[config.mk]
export PLATFORM = sky130hd
export DESIGN_NAME = byte_frame_parser
export DESIGN_NICKNAME = d
export VERILOG_FILES = /design/src/rtl/byte_frame_parser_pkg.sv /design/src/rtl/frame_timeout_ctr.sv /design/src/rtl/byte_frame_parser.sv
export SDC_FILE = /design/constraint.sdc
export NUM_CORES = 1
export LEC_CHECK = 0
export CAP_MARGIN = 30
export CORE_MARGIN = 5
export CORE_UTILIZATION = 51
export DETAILED_ROUTE_END_ITERATION = 7
export PLACE_DENSITY = 0.75
export SYNTH_ARGS = -nofsm -noshare
export SYNTH_HDL_FRONTEND = slang
export SYNTH_SLANG_ARGS = --single-unit
[constraint.sdc]
create_clock -name clk -period 2.09 [get_ports clk]
set_input_delay 0.3135 -clock clk [delete_from_list [all_inputs] [get_ports clk]]
set_output_delay 0.3135 -clock clk [all_outputs]
set_load 0.03 [all_outputs]
[src/rtl/byte_frame_parser_pkg.sv]
// Shared types and constants for the byte frame parser.
package byte_frame_parser_pkg;

    typedef enum logic [1:0] {
        IDLE    = 2'd0,
        LEN     = 2'd1,
        PAYLOAD = 2'd2,
        CHK     = 2'd3
    } state_t;

    localparam logic [1:0] ERR_NONE = 2'd0;
    localparam logic [1:0] ERR_LEN  = 2'd1;
    localparam logic [1:0] ERR_CSUM = 2'd2;
    localparam logic [1:0] ERR_TMO  = 2'd3;

    localparam logic [7:0] IDLE_BYTE_DFLT = 8'h34;
    localparam logic [7:0] SOF_BYTE_DFLT  = 8'hA5;

endpackage

[src/rtl/frame_timeout_ctr.sv]
// Counts consecutive gap cycles; expire fires combinationally on the cycle
// that would bring the count to TIMEOUT, so the parent can register it.
module frame_timeout_ctr #(
    parameter int TIMEOUT = 8
) (
    input  logic clk,
    input  logic reset,
    input  logic clear,
    input  logic gap,
    output logic expire
);

    logic [7:0] count;

    assign expire = !clear && gap && (count == 8'(TIMEOUT - 1));

    // Gap counter: restarts on clear or on expiry, otherwise advances per gap cycle.
    always_ff @(negedge clk) begin
        if (reset || clear || expire) begin
            count <= 8'd0;
        end else if (gap) begin
            count <= count + 8'd1;
        end
    end

endmodule

[src/rtl/byte_frame_parser.sv]
// Parses SOF / length / payload / checksum frames from a falling-edge byte
// lane, forwarding payload bytes and ending each frame with an ok/err pulse.
module byte_frame_parser
    import byte_frame_parser_pkg::*;
#(
    parameter logic [7:0] IDLE_BYTE = IDLE_BYTE_DFLT,
    parameter logic [7:0] SOF_BYTE  = SOF_BYTE_DFLT,
    parameter int         MAX_LEN   = 16,
    parameter int         TIMEOUT   = 8
) (
    input  logic       clk,
    input  logic       reset,
    input  logic       in_valid,
    input  logic [7:0] in_data,
    output logic       out_valid,
    output logic [7:0] out_data,
    output logic       out_last,
    output logic       frame_ok,
    output logic       frame_err,
    output logic [1:0] err_code
);

    state_t     state, state_nx;
    logic [7:0] len, len_nx;
    logic [7:0] cnt, cnt_nx;
    logic [7:0] sum, sum_nx;
    logic       out_valid_nx, out_last_nx, frame_ok_nx, frame_err_nx;
    logic [7:0] out_data_nx;
    logic [1:0] err_code_nx;
    logic       tmo_clear, tmo_expire;

    // The gap counter only runs while a frame is in progress.
    assign tmo_clear = (state == IDLE) || in_valid;

    frame_timeout_ctr #(.TIMEOUT(TIMEOUT)) u_tmo (
        .clk    (clk),
        .reset  (reset),
        .clear  (tmo_clear),
        .gap    (!in_valid),
        .expire (tmo_expire)
    );

    // Next-state and next-output decode; every output is a one-cycle response.
    always_comb begin
        state_nx     = state;
        len_nx       = len;
        cnt_nx       = cnt;
        sum_nx       = sum;
        out_valid_nx = 1'b0;
        out_data_nx  = 8'd0;
        out_last_nx  = 1'b0;
        frame_ok_nx  = 1'b0;
        frame_err_nx = 1'b0;
        err_code_nx  = ERR_NONE;
        if (tmo_expire) begin
            frame_err_nx = 1'b1;
            err_code_nx  = ERR_TMO;
            state_nx     = IDLE;
        end else if (in_valid) begin
            case (state)
                IDLE: begin
                    if (in_data == SOF_BYTE) begin
                        state_nx = LEN;
                    end else if (in_data == IDLE_BYTE) begin
                        // Fill is dropped like any other stray byte.
                        state_nx = IDLE;
                    end
                end
                LEN: begin
                    if (in_data == 8'd0 || in_data > 8'(MAX_LEN)) begin
                        frame_err_nx = 1'b1;
                        err_code_nx  = ERR_LEN;
                        state_nx     = IDLE;
                    end else begin
                        len_nx   = in_data;
                        sum_nx   = in_data;
                        cnt_nx   = 8'd0;
                        state_nx = PAYLOAD;
                    end
                end
                PAYLOAD: begin
                    out_valid_nx = 1'b1;
                    out_data_nx  = in_data;
                    sum_nx       = sum + in_data;
                    if (cnt == len - 8'd1) begin
                        out_last_nx = 1'b1;
                        state_nx    = CHK;
                    end else begin
                        cnt_nx = cnt + 8'd1;
                    end
                end
                CHK: begin
                    if (in_data == sum) begin
                        frame_ok_nx = 1'b1;
                    end else begin
                        frame_err_nx = 1'b1;
                        err_code_nx  = ERR_CSUM;
                    end
                    state_nx = IDLE;
                end
                default: state_nx = IDLE;
            endcase
        end
    end

    // State, datapath and output registers, all cleared by reset.
    always_ff @(negedge clk) begin
        if (reset) begin
            state     <= IDLE;
            len       <= 8'd0;
            cnt       <= 8'd0;
            sum       <= 8'd0;
            out_valid <= 1'b0;
            out_data  <= 8'd0;
            out_last  <= 1'b0;
            frame_ok  <= 1'b0;
            frame_err <= 1'b0;
            err_code  <= ERR_NONE;
        end else begin
            state     <= state_nx;
            len       <= len_nx;
            cnt       <= cnt_nx;
            sum       <= sum_nx;
            out_valid <= out_valid_nx;
            out_data  <= out_data_nx;
            out_last  <= out_last_nx;
            frame_ok  <= frame_ok_nx;
            frame_err <= frame_err_nx;
            err_code  <= err_code_nx;
        end
    end

endmodule

==> summary by stage <==
CTS
The tree built by TritonCTS fans out to 48 sinks. The CTS tree is built. Clock-pin slew was measured on the worst setup and hold paths at 0.03 ns. The H-tree was split into 2 levels.

The hold buffer count at cts is 0. The later-pin clock latency in the skew report is 0.39 ns. The root buffer cell chosen for the clock tree is clkbuf_8. The number of buffers on the longest clock path is 2.

In this run, CTS created clock tree buffers numbering 5.

Synthesis
Sorting the synthesized cells by area gives the leading types as dfxtp_1, nor2_1, ha_1. The async set-reset flop share out of synthesis is 0%. After synthesis, the largest area contributor takes up 39.7% of total cell area. The count of unique library cells instantiated by Yosys is 46. Among all flip-flop cells after synthesis, the most frequent one is dfxtp_1. The largest total area in the synthesized netlist belongs to dfxtp_1. The synthesized netlist occupies a cell area of 0.00242 mm^2. The post-synthesis average cell area is between 8 and 9 um^2.

The number of enable flip-flop cells after synthesis is 0. The net count after synthesis is 299. The post-synthesis register bit count is 48.

After technology mapping, the gate count stands at ~280. After synthesis, flip-flops and latches occupy 39.7% of the total area. Yosys printed 0 warnings.

Die
The region available for standard cell placement spans between 0.004 and 0.005 mm^2. The die height is 78.9 um. The area of the die is slightly above 0.006 mm^2. For this configuration, the core starts out at a cell density of 51.9%. The die is 78.9 um wide. In this run the count of I/O pins placed on the die edge is 25. The site row count is 25.

Pwr
The power density normalized to cell area is 536 mW/mm^2. The worst-case IR drop observed on VDD is 0.000947 V. Summed over all cells, the static leakage comes to 1.85 nW.

Route
For this block, the via count after detailed routing is 2701. The violation count after the first detailed-routing iteration is 264. The total detailed-routing wirelength is ~8.4 mm. The average via count per standard cell is 5.65. After detailed routing, the average wire length per cell comes to 17.7 um. The count of nets left with antenna violations once routing finished came out at 0.

The post-route DRC violation count is 0. Before antenna repair, the detailed router went through 4 iterations.

STA
Setup repair after global routing could not meet its margin everywhere. Setup total negative slack on the finished layout was measured at -13.83 ns. For the pin with the worst max-slew slack, the measured transition is 0.438 ns. The tightest slew margin relative to the limit is between 70% and 80%.

The max-slew violation total from the final report is 0. Setup violations remaining at the end of the flow were counted as 53. The final count of hold timing violations is 0. The final clock skew is 0.0383 ns. The minimum setup slack in the final design is -0.640 ns.

Critical path
The data arrival time of the critical path is 1.95 ns. The worst register-to-register path begins at len[2]$_SDFFE_NP0P_. The worst reg-to-reg setup slack is -0.29 ns.

STA classifies the critical path endpoint as a register. The required time reported for the critical path endpoint is 1.31 ns. The worst register-to-register path has a depth of 9. The critical path launch point type is an input port. The largest fanout of any net on the critical path is 7. The critical path in this run is classified as in -> reg. The capture instance of the worst register-to-register path is cnt[0]$_SDFFE_NP0P_.

Placed design
Routability-driven placement finished with a final weighted congestion of 0.874. The number of placed instances, taps included, is 404. The count of buffers from port buffering is 24. The detailed placement HPWL is 4.45 mm.

After detailed placement, the total cell area comes to 0.00327 mm^2.

Final layout
The final instance area is 0.00406 mm^2. Compared with the post-synthesis result, the final layout area differs by 67.8%. The number of antenna diodes in the final layout is 0. Fill cells in the final layout number 244. The final net count is 445. The final cell count without fillers is approximately 480.

The post-layout utilization of the core is 87.1%. The layout cell share with drive strength beyond 1 is 44.8%.

GRT
Global routing consumed, over all layers together, approximately a quarter of the routing resources. The global route total overflow is 0. The via count of the first global-routing pass is 2762. The first global-routing pass estimated between 10 and 15 mm of wire. The initial antenna violation count came to 0. The pin count of the biggest net entering global routing is 16.

Min path
The class of the most critical hold timing path is reg -> reg. The path with the worst hold slack has its endpoint at u_tmo.count[0]$_SDFFE_NP0N_. Along the worst hold path, the cell count comes to 1. In this run the most critical hold path is launched from u_tmo.count[0]$_SDFFE_NP0N_.

Run status
The final reports fail on setup timing. The run finished, with violations left.

Job
The max-cap violation count is 0.
## cell usage after synthesis (3+ instances only)
library cell   n
xor2_1        11
or3_1          3
mux2i_1        6
ha_1          10
a21oi_1       11
o21ai_0        3
xnor2_1       14
nand3_1       11
nor4_1         3
inv_1          8
clkbuf_1       5
buf_2          3
dfxtp_1       48
a21o_1         3
and2_1        12
nor2_1        40
a311oi_1       4
nor3_1         9
nand2_1       23
nand4_1        3
o21ai_1        3
a21oi_2        4
nor4b_1        3
nand2b_1       6
## metal layers
layer  share of wire (%)  vias to the layer above  wire [um]  track usage [%]
met3                 3.3                       34        276             6.01
met1                  40                     1295       3340             25.5
met4                 4.8                        0        409             14.3
met5                   0                        -          0                0
met2                  52                      103       4410             44.5
li1                    -                     1269          -                -
## layout make-up
class	instances	area [um^2]	share of cell area (%)
multi-input cells	212	1800	44.4
well taps	54	67.6	1.66
clock buffers	5	68.8	1.69
repair buffers	101	888	21.9
flip-flops and latches	48	981	24.2
clock inverters	51	225	5.55
inverters	7	28.8	0.709
## timing repair
| action | 4_1_cts | 5_1_grt |
|---|---|---|
| gates resized for setup | 98 | 32 |
| buffers inserted | 8 | 11 |
| gates cloned | 1 | 0 |
| setup endpoints to repair | 62 | 52 |
| pin swaps | 32 | 23 |
## cell usage in the layout (no fill, tap or decap), drive strengths merged, types with 3 or more instances in the layout
cell type | Yosys | routed
xnor2 | 14 | 14
clkbuf | 5 | 8
nand2b | 6 | 6
nor3 | 9 | 9
xor2 | 11 | 11
mux2i | 6 | 6
a21oi | 15 | 15
nor2 | 40 | 40
nand3 | 11 | 11
or3 | 3 | 3
nand4 | 3 | 3
ha | 10 | 10
nor4b | 3 | 3
nor4 | 3 | 3
inv | 8 | 56
buf | 5 | 96
and2 | 12 | 12
a21o | 3 | 3
nand2 | 23 | 23
dfxtp | 48 | 48
a311oi | 4 | 4
o21ai | 6 | 6
## worst max-delay path by stage
stage / from / end / slack (ns)
finish: in_data[1] / sum[2]$_SDFFE_NP0P_ / -0.64
CTS: in_data[1] / sum[7]$_SDFFE_NP0P_ / -0.55
floorplan: in_data[1] / sum[7]$_SDFFE_NP0P_ / -0.72
global placement: in_data[1] / cnt[7]$_SDFFE_NP0P_ / -1.39
global route: in_data[1] / sum[2]$_SDFFE_NP0P_ / -0.69
detailed placement: in_data[1] / cnt[7]$_SDFFE_NP0P_ / -1.42
## power by group
part	total (mW)	internal, mW	switching [mW]
clock network	1.07	0.480	0.591
logic	0.183	0.0953	0.0880
registers	0.920	0.920	0.000137
total	2.18	1.50	0.679
## metrics by stage
step                      hold WS [ns]  setup slack (ns)  total power, mW
after floorplan                  0.418            -0.723             1.13
after global placement           0.433             -1.39             1.21
after detailed placement         0.436             -1.42             1.21
after CTS                        0.446            -0.549             2.16
after global routing             0.485            -0.694             2.34
final                            0.450            -0.640             2.18
## cell families (layout without fill, tap and decap cells)
kind of cell / after synthesis / count (layout) / synth area share [%]
simple gates: 127 / 127 / 26.4
xor+xnor: 25 / 25 / 9.04
fa+ha+maj: 11 / 11 / 5.99
mux: 6 / 6 / 2.48
flops: 48 / 48 / 39.7
compound gates: 42 / 43 / 13.2
buf+inv: 18 / 164 / 3.26
## state kept, by name, summed over array words and instances (netlist names), named ones only
| register | flops |
|---|---|
| out_data | 8 |
| frame_err | 1 |
| cnt | 8 |
| sum | 8 |
| out_last | 1 |
| len | 8 |
| out_valid | 1 |
| u_tmo.count | 8 |
| err_code | 2 |
| frame_ok | 1 |
| state | 1 |
## worst max-delay path: stages
cell,delay [ns]
buf_8,0.11
buf_6,0.11
nor4_4,0.38
xnor2_4,0.19
nand4b_1,0.15
a21oi_2,0.23
buf_6,0.16
nor2_1,0.05
a311oi_1,0.24
(Power assumes the default switching activity.)
